===== config.mk =====
export PLATFORM = sky130hd
export DESIGN_NAME = hazard_ctrl
export DESIGN_NICKNAME = d
export VERILOG_FILES = /design/src/rtl/hazard_ctrl.sv
export SDC_FILE = /design/constraint.sdc
export NUM_CORES = 1
export LEC_CHECK = 0
export CAP_MARGIN = 20
export CORE_ASPECT_RATIO = 0.8
export CORE_MARGIN = 2
export CORE_UTILIZATION = 39
export DETAILED_ROUTE_END_ITERATION = 16
export GPL_TIMING_DRIVEN = 0
export PLACE_DENSITY = 0.72
export SLEW_MARGIN = 20
export SYNTH_ARGS = -nofsm -noshare
export SYNTH_HDL_FRONTEND = slang
export SYNTH_SLANG_ARGS = --single-unit

===== constraint.sdc =====
create_clock -name clk -period 1.9 [get_ports clk]
set_clock_uncertainty 0.05 [all_clocks]
set_input_delay 0.475 -clock clk [delete_from_list [all_inputs] [get_ports clk]]
set_output_delay 0.475 -clock clk [all_outputs]
set_load 0.03 [all_outputs]

===== src/rtl/hazard_ctrl.sv =====
// Hazard/stall sequencer for the 5-stage core: stage enables, NOP injection,
// EX forwarding selects, data-memory wait freeze with timeout trap, stall counter.
module hazard_ctrl #(
    parameter int MAX_WAIT = 15,
    parameter int CNT_W    = 16
) (
    input  logic             clk,
    input  logic             rst,
    input  logic [2:0]       id_rs,
    input  logic [2:0]       id_rt,
    input  logic             id_uses_rt,
    input  logic [2:0]       ex_rs,
    input  logic [2:0]       ex_rt,
    input  logic [2:0]       ex_rd,
    input  logic             ex_wb,
    input  logic             ex_load,
    input  logic [2:0]       mem_rd,
    input  logic             mem_wb,
    input  logic             mem_load,
    input  logic             mem_wmem,
    input  logic [2:0]       wb_rd,
    input  logic             wb_wb,
    input  logic             branch_taken,
    input  logic             mem_ready,
    output logic             pc_en,
    output logic             ifid_en,
    output logic             idex_en,
    output logic             exmem_en,
    output logic             ifid_flush,
    output logic             idex_bubble,
    output logic             memwb_bubble,
    output logic [1:0]       fwd_a,
    output logic [1:0]       fwd_b,
    output logic             err,
    output logic [CNT_W-1:0] stall_cnt
);

    typedef enum logic [1:0] {RUN, MEMWAIT, ERROR} state_t;

    state_t     state, state_nx;
    logic [3:0] wait_cnt, wait_nx;
    logic       mem_req, mem_frz, load_use;

    assign mem_req  = mem_load | mem_wmem;
    assign mem_frz  = ((state == RUN) && mem_req && !mem_ready) ||
                      ((state == MEMWAIT) && !mem_ready);
    assign load_use = ex_load && ex_wb && (ex_rd != 3'd0) &&
                      ((ex_rd == id_rs) || (id_uses_rt && (ex_rd == id_rt)));

    always_ff @(posedge clk) begin
        if (rst) begin
            state     <= RUN;
            wait_cnt  <= 4'd0;
            stall_cnt <= '0;
        end else begin
            state    <= state_nx;
            wait_cnt <= wait_nx;
            if (!pc_en && (stall_cnt != {CNT_W{1'b1}}))
                stall_cnt <= stall_cnt + 1'b1;
        end
    end

    // The trap fires on the cycle whose increment would bring wait_cnt to
    // MAX_WAIT, so exactly MAX_WAIT frozen cycles precede ERROR.
    always_comb begin
        state_nx = state;
        wait_nx  = wait_cnt;
        case (state)
            RUN: begin
                if (mem_req && !mem_ready) begin
                    state_nx = MEMWAIT;
                    wait_nx  = 4'd1;
                end
            end
            MEMWAIT: begin
                if (mem_ready) begin
                    state_nx = RUN;
                    wait_nx  = 4'd0;
                end else if (wait_cnt >= 4'(MAX_WAIT - 1)) begin
                    state_nx = ERROR;
                    wait_nx  = 4'(MAX_WAIT);
                end else begin
                    wait_nx = wait_cnt + 4'd1;
                end
            end
            default: state_nx = ERROR;
        endcase
    end

    always_comb begin
        pc_en        = 1'b1;
        ifid_en      = 1'b1;
        idex_en      = 1'b1;
        exmem_en     = 1'b1;
        ifid_flush   = 1'b0;
        idex_bubble  = 1'b0;
        memwb_bubble = 1'b0;
        err          = 1'b0;
        if (state == ERROR || mem_frz) begin
            pc_en        = 1'b0;
            ifid_en      = 1'b0;
            idex_en      = 1'b0;
            exmem_en     = 1'b0;
            memwb_bubble = 1'b1;
            err          = (state == ERROR);
        end else if (branch_taken) begin
            // Flushing the dependent instruction makes any load-use stall moot.
            ifid_flush  = 1'b1;
            idex_bubble = 1'b1;
        end else if (load_use) begin
            pc_en       = 1'b0;
            ifid_en     = 1'b0;
            idex_bubble = 1'b1;
        end
    end

    function automatic logic [1:0] fwd_sel(input logic [2:0] src);
        if (mem_wb && !mem_load && (mem_rd == src) && (mem_rd != 3'd0))
            return 2'b01;
        else if (wb_wb && (wb_rd == src) && (wb_rd != 3'd0))
            return 2'b10;
        else
            return 2'b00;
    endfunction

    always_comb begin
        fwd_a = fwd_sel(ex_rs);
        fwd_b = fwd_sel(ex_rt);
    end

endmodule

Yosys cells after proc, flatten, opt, wreduce, memory -nomap -nowiden
Cells that the tools add are included.
- output and inout port bits: 28
- flip-flop bits (word level): 22
- logic and storage cells: 72
- $add $sub $neg: 2
- mux-type cells: 23
- equality and inequality tests: 11
- bitwise gates (word level): 1
- $lt $le $gt $ge: 1
- reductions and logical operators: 31
- operators with widths (kind ; number):
    $eq 3x3->1 ; 6
    $logic_and 1x1->1 ; 18
    $add 16x1->16 const B ; 1
    $ne 16x16->1 const B ; 1
    $mux 2 ; 7
    $mux 4 ; 3
    $mux 1 ; 11
    $reduce_bool 3->1 ; 3
    $pmux 4 s2 ; 1
    $add 4x1->4 const B ; 1
    $ge 4x4->1 const B ; 1
    $pmux 2 s2 ; 1
    $reduce_and 2->1 ; 2
    $logic_not 1->1 ; 3
    $logic_or 1x1->1 ; 3
    $ne 3x2->1 const B ; 1
    $eq 2x1->1 const B ; 1
    $eq 2x2->1 const B ; 1
    $logic_not 2->1 ; 1
    $ne 2x1->1 const B ; 1
    $reduce_bool 2->1 ; 1
    $or 1x1->1 ; 1

Logic depth before layout (Yosys ltp)
- depth after elaboration: 9
- gate-level depth with buffers: 9
- mapped depth without buffers: 7

Worst setup path before layout
OpenSTA, ideal clock, no wires.
- path type: input-to-output
- start point: input mem_wb
- end point: output fwd_a[1]
- data required time: 1.375 ns
- arrival: 2.890 ns
- buffers on the path: 0
- path slack: -1.515 ns
- cell stages on the path: 4
- path through: nor2b_1 -> o21ai_0 -> a2111oi_0 -> nor3_1
- word-level cells in the longest chain between the ends: 4
- RTL lines (element ; line ; RTL):
    from (decl) ; 18 ; input logic mem_wb,
    $logic_and 1x1->1 (3 in series) ; 118 ; if (mem_wb && !mem_load && (mem_rd == src) && (mem_rd != 3'd0))
    $mux 2 ; 118 ;
    to (decl) ; 32 ; output logic [1:0] fwd_a,
No other way between the ends.

Worst setup path after layout
- start point: input ex_rd[2]
- end point: output idex_bubble
- word-level cells in the longest chain between the ends: 7
- elaborated cells on any way between the ends: 10
- classes of those cells: eq/ne (2); mux (3); reduce/logical (5)
- RTL lines (element ; line ; RTL):
    from (decl) ; 14 ; input logic [2:0] ex_rd,
    $eq 3x3->1 ; 48 ; ((ex_rd == id_rs) || (id_uses_rt && (ex_rd == id_rt)));
    $logic_and 1x1->1 ; 48 ;
    $logic_or 1x1->1 ; 48 ;
    $logic_and 1x1->1 * ; 47 ; assign load_use = ex_load && ex_wb && (ex_rd != 3'd0) &&
    $mux 1 * ; 110 ; end else if (load_use) begin
    $mux 1 * ; 106 ; end else if (branch_taken) begin
    $mux 1 * ; 99 ; if (state == ERROR || mem_frz) begin
    to (decl) ; 30 ; output logic idex_bubble,
Mark *: on every way between the ends. The rest lies on a longest branch, timed or not.

==> results_dict.tcl <==
set metrics [dict create \
    initial_utilization_pct 40.00 \
    top_usage_layer "met2" \
    die-area_sq_um 4365 \
    clock.fmax_mhz 493.0 \
    synth_ff_type "dfxtp_1" \
    gp_congestion 0.7444 \
    p_per_area_nw_per_um2 438.1 \
    n_antenna_cell 0 \
    finalSetupViolCount 8 \
    worst_setup_path_start_kind "primary input" \
    hold_class "reg2reg" \
    ys_ff_latch 22 \
    fin_util_pct 73.73 \
    outcome "finished, violations left" \
    layout.nets 308 \
    synth_area_sq_um 1501 \
    vias 1633 \
    die-width_um 73.37 \
    overflow 0 \
    stdcell_count 316 \
    clk_pin_slew_worst_paths_ns 0.08 \
    synth-edff-count 0 \
    slew_viol_final 0 \
    grt_max_degree 13 \
    grt_pass1_wl_um 7169 \
    grtUsageTotal_pct 21.37 \
    ant_nets 0 \
    cp-end-kind "primary output" \
    rsz0062_at_grt "yes" \
    die_h_um 59.50 \
    dp_cells 287 \
    viasPerCell 5.168 \
    tns_ns -0.3594 \
    syn_avg_cell_area_sq_um 8.116 \
    row_count 20 \
    yosysUniqueCellTypes 46 \
    holdBufCountCts 0 \
    drtIter0Drc 72 \
    grt_util_met1_pct 28.04 \
    worstPathRequired_ns 1.37 \
    cts_tree "yes" \
    routed_wl_um 4626 \
    final_common_cell "nor2_1" \
    p_leak_nw 1.175 \
    use_met2_pct 36.29 \
    max-vdd-ir-drop_mv 0.3205 \
    firstDrtPassIters 4 \
    clock_sinks 22 \
    worst_slew_pin_slew_ns 0.6039 \
    violations "setup timing" \
    drive_gt1_share_pct 47.79 \
    slew-limit-headroom_pct 59.74 \
    arrival_ns 1.50 \
    h-tree-depth 1 \
    io_pins 60 \
    netlist_instances 185 \
    ys_seq_area_share_pct 29.33 \
    critPathMaxFanout 3 \
    post-route-period-util_pct 106.8 \
    fillerInstances 292 \
    yosysWarnings 0 \
    grt_pass1_vias 1534 \
    dp_hpwl_um 3114 \
    timing.final.ws_setup_ns -0.1283 \
    hold_ws_ns 0.4683 \
    hold_viol_final 0 \
    cts_buffers 3 \
    clk_latency_ns 0.27 \
    period_minus_slack_ns 2.028 \
    use_met3_pct 3.741 \
    areaGrowthSynthToFinish_pct 84.33 \
    antenna_found_initial 0 \
    most-common-layout-cells "nor2_1, buf_4, buf_6" \
    syn-num-nets 220 \
    drc 0 \
    port_buffers 58 \
    ctsRootBufferMaster "clkbuf_8" \
    core_sq_um 3754 \
    max_cap_viol_count 0 \
    critPathKind "in2out" \
    avgRoutedWirePerCell_um 14.64 \
    clk_path_buf_depth 2 \
    ys_async_sr_fraction_pct 0 \
]
==> flip-flops by register name, indices dropped and copies added, names as in the netlist <==
signal,cells
state,2
stall_cnt,16
wait_cnt,4
==> cell usage after synthesis (3+ instances only) <==
| cell | count | area (sq um) |
|---|---|---|
| nor2b_1 | 7 | 43.79 |
| nor2_1 | 30 | 112.6 |
| nor3_1 | 7 | 35.03 |
| a21oi_1 | 12 | 60.06 |
| dfxtp_1 | 22 | 440.4 |
| mux2_1 | 3 | 33.78 |
| a211oi_1 | 4 | 30.03 |
| nand3_1 | 8 | 40.04 |
| xnor2_1 | 13 | 113.9 |
| xor2_1 | 7 | 61.31 |
| inv_1 | 7 | 26.28 |
| nand4_1 | 4 | 25.02 |
| and3_1 | 5 | 31.28 |
| ha_1 | 3 | 37.54 |
| o21ai_0 | 6 | 30.03 |
| nand2_1 | 6 | 22.52 |
==> report_power, final <==
group | leakage, nW | internal (W) | switching, W
Combinational | 0.958 | 0.000201 | 0.000194
Clock | 0.0288 | 0.000185 | 0.000161
Sequential | 0.188 | 0.000458 | 0.0000127
Total | 1.18 | 0.000845 | 0.000368
==> per-layer routing <==
layer | vias to the layer above | routed length (um)
met2 | 21 | 2355
met5 | - | 0
met3 | 4 | 140
li1 | 833 | -
met1 | 775 | 2084
met4 | 0 | 46
==> cells by family after synthesis <==
group	synth area share (%)
flip-flops	29.33
adder cells (fa/ha/maj)	2.500
AO/OA/AOI/OAI	19.42
multiplexers	3.666
XOR/XNOR	11.67
buffers and inverters	5.333
AND/OR/NAND/NOR	28.08
==> path summary, 6_finish.rpt <==
path                        startpoint                         to  slack (ns)  cells past startpoint
max                           ex_rd[2]                idex_bubble       -0.13                      9
min           wait_cnt[3]$_SDFFE_PP0P_   wait_cnt[3]$_SDFFE_PP0P_        0.47                      2
max reg2reg  stall_cnt[6]$_SDFFE_PP0P_  stall_cnt[8]$_SDFFE_PP0P_        0.04                      8
min reg2reg   wait_cnt[3]$_SDFFE_PP0P_   wait_cnt[3]$_SDFFE_PP0P_        0.47                      2
==> cell type report <==
cell class	count	area (sq um)	share of cell area, %
Buffer	7	56.30	2.034
Clock buffer	4	55.05	1.989
Timing Repair Buffer	84	777.0	28.07
Multi-Input combinational cell	148	1305	47.15
Inverter	7	33.78	1.221
Sequential cell	22	485.5	17.54
Tap cell	44	55.05	1.989
==> worst max-delay path: stages <==
cell and delay (ns):
buf_6 0.11, xor2_1 0.14, nor3_2 0.20, buf_4 0.14
nor2_2 0.03, nor2_1 0.11, nor2_2 0.07, nor2_4 0.10
buf_6 0.13
==> what timing repair did <==
| item | CTS | global route |
|---|---|---|
| setup buffers | 19 | 7 |
| hold endpoints to repair | 0 | 0 |
| pin swaps | 35 | 16 |
| setup endpoints to repair | 30 | 24 |
| resized for setup | 215 | 36 |
| cloned | 0 | 0 |
==> per-stage QoR <==
stage	power (W)	cell area, sq um	worst slack (ns)
2_1_floorplan	0.0006560	1700	-0.2525
3_3_place_gp	0.0007899	2336	-1.205
3_5_place_dp	0.0007928	2336	-1.222
4_1_cts	0.001180	2596	-0.1588
5_1_grt	0.001260	2768	-0.1860
6_report	0.001213	2768	-0.1283
No activity file was read; power rests on OpenSTA's default activity.
